==> src/rtl/marquee_pkg.sv <==
// Shared types for the marquee control stage: FSM states and scroll direction encoding.
// No logic here; no latency or backpressure.
package marquee_pkg;

    typedef enum logic [1:0] {
        IDLE = 2'd0,
        RUN  = 2'd1,
        HOLD = 2'd2
    } state_t;

    localparam logic DIR_UP   = 1'b0;
    localparam logic DIR_DOWN = 1'b1;

endpackage

==> src/rtl/btn_debounce.sv <==
// Button conditioner: 2-FF synchroniser, stability counter, rising-edge press pulse.
// Press appears 2 + DEB_CYCLES + 1 cycles after a clean rise; no backpressure (free-running).
module btn_debounce #(
    parameter int DEB_CYCLES = 100000
) (
    input  logic clk,
    input  logic nrst,
    input  logic btn_raw,
    output logic level,
    output logic press
);

    localparam int            CW       = $clog2(DEB_CYCLES + 1);
    localparam logic [CW-1:0] DEB_LAST = CW'(DEB_CYCLES - 1);

    logic          sync1;
    logic          sync2;
    logic          lvl_prev;
    logic [CW-1:0] deb_cnt;

    always_ff @(posedge clk) begin
        if (!nrst) begin
            sync1    <= 1'b0;
            sync2    <= 1'b0;
            lvl_prev <= 1'b0;
            press    <= 1'b0;
            level    <= 1'b0;
            deb_cnt  <= '0;
        end else begin
            sync1    <= btn_raw;
            sync2    <= sync1;
            lvl_prev <= level;
            press    <= level & ~lvl_prev;
            // Any cycle where the input agrees with the accepted level restarts the count.
            if (sync2 == level) begin
                deb_cnt <= '0;
            end else if (deb_cnt == DEB_LAST) begin
                level   <= ~level;
                deb_cnt <= '0;
            end else begin
                deb_cnt <= deb_cnt + 1'b1;
            end
        end
    end

endmodule

==> src/rtl/marquee_ctrl.sv <==
// Scanner refresh strobe plus ping-pong scroll offset, started/paused/resumed by one button.
// Registered outputs, one-cycle latency from internal events; no backpressure (scanner always accepts).
module marquee_ctrl
    import marquee_pkg::*;
#(
    parameter int SCAN_DIV   = 50000,
    parameter int STEP_TICKS = 250,
    parameter int DEB_CYCLES = 100000,
    parameter int SHIFT_MAX  = 3,
    parameter int SHIFT_W    = 3
) (
    input  logic               clk,
    input  logic               nrst,
    input  logic               btn_raw,
    output logic               scan_tick,
    output logic [SHIFT_W-1:0] shift,
    output logic               dir,
    output logic               running
);

    localparam int                 SCAN_W    = $clog2(SCAN_DIV);
    localparam logic [SCAN_W-1:0]  SCAN_LAST = SCAN_W'(SCAN_DIV - 1);
    localparam int                 STEP_W    = $clog2(STEP_TICKS + 1);
    localparam logic [STEP_W-1:0]  STEP_LAST = STEP_W'(STEP_TICKS - 1);
    localparam logic [SHIFT_W-1:0] SMAX      = SHIFT_W'(SHIFT_MAX);

    logic              btn_level_unused;
    logic              press;
    logic [SCAN_W-1:0] scan_cnt;
    logic [STEP_W-1:0] step_cnt;
    logic              step;
    state_t            state_q;
    state_t            state_d;
    logic              running_d;

    btn_debounce #(
        .DEB_CYCLES(DEB_CYCLES)
    ) u_deb (
        .clk    (clk),
        .nrst   (nrst),
        .btn_raw(btn_raw),
        .level  (btn_level_unused),
        .press  (press)
    );

    always_ff @(posedge clk) begin
        if (!nrst) begin
            scan_cnt  <= '0;
            scan_tick <= 1'b0;
        end else begin
            scan_tick <= (scan_cnt == SCAN_LAST);
            scan_cnt  <= (scan_cnt == SCAN_LAST) ? '0 : scan_cnt + 1'b1;
        end
    end

    assign step = (state_q == RUN) && scan_tick && (step_cnt == STEP_LAST);

    // Step phase survives a pause so resuming does not restart the step interval.
    always_ff @(posedge clk) begin
        if (!nrst) begin
            step_cnt <= '0;
        end else if (state_q == IDLE) begin
            step_cnt <= '0;
        end else if (state_q == RUN && scan_tick) begin
            step_cnt <= (step_cnt == STEP_LAST) ? '0 : step_cnt + 1'b1;
        end
    end

    always_ff @(posedge clk) begin
        if (!nrst) begin
            state_q <= IDLE;
            running <= 1'b0;
        end else begin
            state_q <= state_d;
            running <= running_d;
        end
    end

    always_comb begin
        state_d = state_q;
        case (state_q)
            IDLE:    if (press) state_d = RUN;
            RUN:     if (press) state_d = HOLD;
            HOLD:    if (press) state_d = RUN;
            default: state_d = IDLE;
        endcase
    end

    always_comb begin
        running_d = (state_d == RUN);
    end

    // A press coinciding with a step pauses without moving the offset.
    always_ff @(posedge clk) begin
        if (!nrst || state_q == IDLE) begin
            shift <= '0;
            dir   <= DIR_UP;
        end else if (step && !press) begin
            if (dir == DIR_UP) begin
                if (shift < SMAX) begin
                    shift <= shift + 1'b1;
                end else begin
                    dir   <= DIR_DOWN;
                    shift <= (shift != '0) ? shift - 1'b1 : shift;
                end
            end else begin
                if (shift != '0) begin
                    shift <= shift - 1'b1;
                end else begin
                    dir   <= DIR_UP;
                    shift <= (shift < SMAX) ? shift + 1'b1 : shift;
                end
            end
        end
    end

endmodule
==> config.mk <==
export PLATFORM = sky130hd
export DESIGN_NAME = marquee_ctrl
export DESIGN_NICKNAME = d
export VERILOG_FILES = /design/src/rtl/marquee_pkg.sv /design/src/rtl/btn_debounce.sv /design/src/rtl/marquee_ctrl.sv
export SDC_FILE = /design/constraint.sdc
export NUM_CORES = 1
export LEC_CHECK = 0
export CAP_MARGIN = 20
export CELL_PAD_IN_SITES_DETAIL_PLACEMENT = 1
export CELL_PAD_IN_SITES_GLOBAL_PLACEMENT = 2
export CORE_MARGIN = 10
export CORE_UTILIZATION = 35
export DETAILED_ROUTE_END_ITERATION = 6
export PLACE_DENSITY = 0.76
export RECOVER_POWER = 100
export SYNTH_ARGS = -nofsm -noshare
export SYNTH_HDL_FRONTEND = slang
export SYNTH_SLANG_ARGS = --single-unit
==> constraint.sdc <==
create_clock -name clk -period 2.35 [get_ports clk]
set_clock_uncertainty 0.05 [all_clocks]
set_input_delay 0.3525 -clock clk [delete_from_list [all_inputs] [get_ports clk]]
set_output_delay 0.3525 -clock clk [all_outputs]
set_load 0.1 [all_outputs]
Word level (Yosys, flattened, before mapping)
Index checks and enable logic that the tools add are counted.
{"block": "op_classes", "muxes": 12, "n_eq_ne": 7, "add_sub_neg": 5, "magnitude_cmp": 1, "n_bitwise": 5, "reduce_logical": 15}
{"operator": "$add 17x1->17 const B", "count": 1}
{"operator": "$eq 17x17->1 const B", "count": 1}
{"operator": "$add 16x1->16 const B", "count": 1}
{"operator": "$eq 16x16->1 const B", "count": 1}
{"operator": "$mux 3", "count": 5}
{"operator": "$add 8x1->8 const B", "count": 1}
{"operator": "$eq 8x8->1 const B", "count": 1}
{"operator": "$mux 8", "count": 1}
{"operator": "$reduce_or 2->1", "count": 3}
{"operator": "$eq 2x1->1 const B", "count": 2}
{"operator": "$mux 2", "count": 2}
{"operator": "$not 1->1", "count": 4}
{"operator": "$pmux 2 s2", "count": 1}
{"operator": "$reduce_and 2->1", "count": 2}
{"operator": "$add 3x1->3 const B", "count": 1}
{"operator": "$logic_and 1x1->1", "count": 3}
{"operator": "$lt 3x2->1 const B", "count": 1}
{"operator": "$mux 1", "count": 3}
{"operator": "$reduce_bool 3->1", "count": 1}
{"operator": "$reduce_or 3->1", "count": 1}
{"operator": "$sub 3x1->3 const B", "count": 1}
{"operator": "$eq 2x2->1 const B", "count": 1}
{"operator": "$logic_not 1->1", "count": 2}
{"operator": "$logic_not 2->1", "count": 1}
{"operator": "4 further kinds", "count": 4}
{"block": "totals", "word_cells": 58, "ff_bits": 54, "input_bits": 3}

Depth between registers and ports, before layout
{"block": "logic_depth", "depth_word": 5, "mapped_depth": 7, "ltp_nobuf": 6}

Modules after synthesis
Synthesis repeated with hierarchy kept, for this count alone.
{"block": "unflattened", "hier_cells": 266, "area_unflattened_um2": 2516.2}
{"module": "marquee_ctrl", "area_each_um2": 1576.5, "instances": 1, "seq_area_each_um2": 640.6, "cells_each": 168}
{"module": "btn_debounce", "area_each_um2": 939.7, "instances": 1, "seq_area_each_um2": 440.4, "cells_each": 98}

Least setup slack after synthesis
OpenSTA, ideal clock, no wires.
{"block": "synth_path", "path_kind": "flip-flop to flip-flop", "startpoint": "reg shift[0]", "endpoint": "reg shift[2]", "n_path_buf": 0, "arrival_time_ps": 2203, "setup_ps": 116, "path_stages_with_launch": 7, "required_ps": 2184, "setup_slack_ps": -18, "cell_sequence": "dfxtp_1 > inv_1 > ha_1 > and4b_1 > nor4_4 > a21oi_1 > a31o_1"}
{"block": "synth_via", "elab_chain_len": 4, "word_cells_on_any_way": 11, "classes_between": "2 x add/sub; 1 x order compare; 5 x mux; 3 x reduce/logical"}
{"element": "from (decl)", "line": "marquee_ctrl.sv:16", "text": "output logic [SHIFT_W-1:0] shift,"}
{"element": "from (signal assigned)", "line": "marquee_ctrl.sv:101", "text": "shift <= shift + 1'b1;"}
{"element": "from (signal assigned)", "line": "marquee_ctrl.sv:104", "text": "shift <= (shift != '0) ? shift - 1'b1 : shift;"}
{"element": "from (signal assigned)", "line": "marquee_ctrl.sv:108", "text": "shift <= shift - 1'b1;"}
{"element": "$sub 3x1->3 or $add 3x1->3 (tied branches)"}
{"element": "$mux 3 (on tied branches)", "line": "marquee_ctrl.sv:104, marquee_ctrl.sv:111"}
{"element": "$mux 3 (on tied branches)", "line": "marquee_ctrl.sv:100, marquee_ctrl.sv:107"}
{"element": "$mux 3", "line": "marquee_ctrl.sv:99", "text": "if (dir == DIR_UP) begin"}
Parallel ways exist; a longest one is shown, timed or not. The select of a mux whose other input is x is not followed.
A chain may end at the register's enable or synchronous reset.

Final worst setup path
{"block": "layout_path", "startpoint": "reg dir", "endpoint": "out dir"}
{"element": "from (decl)", "line": "marquee_ctrl.sv:17", "text": "output logic dir,"}
{"element": "from (signal assigned)", "line": "marquee_ctrl.sv:97", "text": "dir <= DIR_UP;"}
{"element": "from (signal assigned)", "line": "marquee_ctrl.sv:103", "text": "dir <= DIR_DOWN;"}
{"element": "from (signal assigned)", "line": "marquee_ctrl.sv:110", "text": "dir <= DIR_UP;"}
No word-level cell between the ends.

==> results.cfg <==
[pwr]
p_leak_nw = 0.8977
ir_worst_vdd_v = 0.0002177
p_per_area_nw_per_um2 = 580.0

[sta]
finalMaxSlewViolations = 0
worstMarginPinSlew_ns = 1.177
timing.setup.tns_ns = 0
max_freq_ghz = 0.5147
max_slew_margin_pct = 21.90
hold_violations = 0
min_period_ns = 1.943
setup_viol = 0
worst_hold_slack_ns = 0.3487
rsz0062_at_grt = false
fin_crit_sh_pct = 82.68

[min_path]
min_from = u_deb.lvl_prev
hold_end = u_deb.press
min_path_cells = 1
hp-class = register to register

[critical_path]
worst_setup_path_start_kind = register
worstPathRequired_ns = 1.95
reg2reg_depth = 4
r2r_setup_slack_ns = 0.55
critPathMaxStageDelay_ns = 0.88
cp_slowest_cell = clkbuf_1
crit_fanout = 3
cp.buffers_inverters = 1
cpLargestDelayFamily = buffers and inverters
critPathArrivalTime_ns = 1.54
worstSetupPathType = register to output port
path_cells = clkbuf_1
worstSetupPathDepth = 1
r2r-end = step_cnt[1]
reg2reg_from = step_cnt[0]
cp-end-kind = output port

[synthesis]
synth_cell_types = 47
async_flop_share_pct = 0
synth-seq-area-share_pct = 43.48
synth_area_um2 = 2486
synth_warnings = 0
synth_most_common_cell = dfxtp_1
ys_top_cells_by_count = dfxtp_1 (54), nor2_1 (48), xnor2_1 (22)
synth_cells = 268
yosys.area_share.adder_pct = 3.523
ys_top_cells_by_area = dfxtp_1 (43%), xnor2_1 (7.8%), nor2_1 (7.2%), xor2_1 (4.6%), ha_1 (3.5%)
syn_area_per_cell_um2 = 9.277
synth_flop_cell = dfxtp_1
syn-num-nets = 278
synth_compound_area_share_pct = 5.133
synth_top_family_by_area = simple AND/OR/NAND/NOR gates
synth_simple_gate_area_share_pct = 30.60
yosys.area.top_type_share_pct = 43.48
synth_largest_area_cell = dfxtp_1
synthMuxAreaShare_pct = 1.309
yosys_register_bits = 54
synth_xor_xnor_area_share_pct = 12.33
synth_edf_count = 0

[cts]
clk_pin_slew_ns = 0.09
htree_levels = 2
post_cts_buffers = 0
cts_tree = built
clock_latency_ns = 0.30
cts_hold_buf = 0
cts-buffers-inserted = 5
cts-root-buf = clkbuf_8
clk_path_buf_depth = 2
cts_resized = 0
clock_sinks = 54

[layout]
drive_above_1_share_pct = 7.527
layout.cells.non_filler = 375
nNetsFinal = 288
area_growth_pct = 8.656
n_antenna_cell = 0

[drt]
num_vias = 1851
wl_per_cell_um = 12.99
antenna_left = 0
detail_route.first_pass.iterations = 3
viasPerCell = 4.936
drc_errors = 0
drtIter0Drc = 39
totalWireLength_um = 4872

[floorplanning]
core_area_um2 = 6832
io-pin-count = 9
die-area_um2 = 10870
core.rowCount = 30
die_h_um = 104.3
start_util_pct = 36.39
die_x_um = 104.3

[grt]
antenna_found_initial = 0
grt_pass1_wl_um = 8894
gr-total-overflow = 0
grt_max_degree = 16
first_global_vias = 1884
grt_use_total_pct = 9.349

[flow_run]
cap_violations = 0

[outcome]
run_status = completed

[placement]
globalplace.congestion = 0.7112
place_hpwl_um = 3600
dp.cells = 367
portBuffers = 8
-- report_power, final --
part	total (mW)	switching, mW	internal, mW
registers	0.926	0.00503	0.921
logic	0.0246	0.0155	0.00902
clock network	0.616	0.297	0.319
-- how the worst max path moves through the flow --
stage,slack [ns],end,from
after detailed placement,0.45,step_cnt[1],nrst
after global placement,0.49,step_cnt[1],nrst
after floorplan,0.02,shift[2],shift[1]
after global routing,0.28,step_cnt[1],step_cnt[0]
after CTS,0.53,u_deb.deb_cnt[3],u_deb.deb_cnt[0]
final,0.41,dir,dir
-- logic make-up after synthesis --
family,after synthesis
AND/OR/NAND/NOR,135
flip-flops,54
XOR/XNOR,35
AO/OA/AOI/OAI,18
buffers and inverters,16
adder cells (fa/ha/maj),7
multiplexers,3
-- placed cells by master, fill, tap and decap left out, drive strengths merged, types with 2 or more instances in the layout --
cell type,synthesis,layout
dfxtp,54,54
nor2,48,48
xnor2,22,22
nand2,14,14
xor2,13,13
nand4,13,13
nand3,13,13
clkbuf,0,13
inv,11,11
nor4,11,11
nor3,8,8
ha,7,7
a21oi,6,6
and3,5,5
o21ai,4,4
nor2b,3,3
or3,3,3
nand3b,3,3
and2,3,3
a211oi,2,2
and4,2,2
nor4bb,2,2
nor4b,2,2
a31o,2,2
mux2,2,2
-- area by class of cell --
cell class                      count  area [µm²]
Fill cell                         818        4130
Multi-Input combinational cell    198        1304
Sequential cell                    54        1082
Tap cell                           96       120.1
Clock buffer                        7       76.32
Timing Repair Buffer                8       47.55
Inverter                           11       41.29
Clock inverter                      1       30.03
-- sequential cells by signal, summed over array words and instances, names as in the netlist --
register	flops
dir	1
u_deb.sync1	1
step_cnt	8
u_deb.press	1
u_deb.lvl_prev	1
scan_cnt	16
u_deb.level	1
u_deb.sync2	1
state_q	2
u_deb.deb_cnt	17
running	1
shift	3
scan_tick	1
-- stage by stage --
stage / util, % / instance area, µm² / worst slack, ns / total power, mW
2_1_floorplan: - / 2487 / 0.02218 / 0.9629
3_3_place_gp: 38.41 / 2624 / 0.4876 / 0.9725
3_5_place_dp: 38.41 / 2624 / 0.4520 / 0.9733
4_1_cts: 39.96 / 2730 / 0.5313 / 1.592
5_1_grt: 39.54 / 2701 / 0.2765 / 1.630
6_report: 39.54 / 2701 / 0.4071 / 1.567
-- per-layer routing --
metal / GRT usage, % / up-vias / part of all wire [%]
li1: - / 952 / -
met1: 12.26 / 879 / 52
met2: 14.59 / 13 / 44
met3: 2.478 / 7 / 2.7
met4: 2.684 / 0 / 1.2
met5: 0 / - / 0
Power figures use the tool's default switching activity.
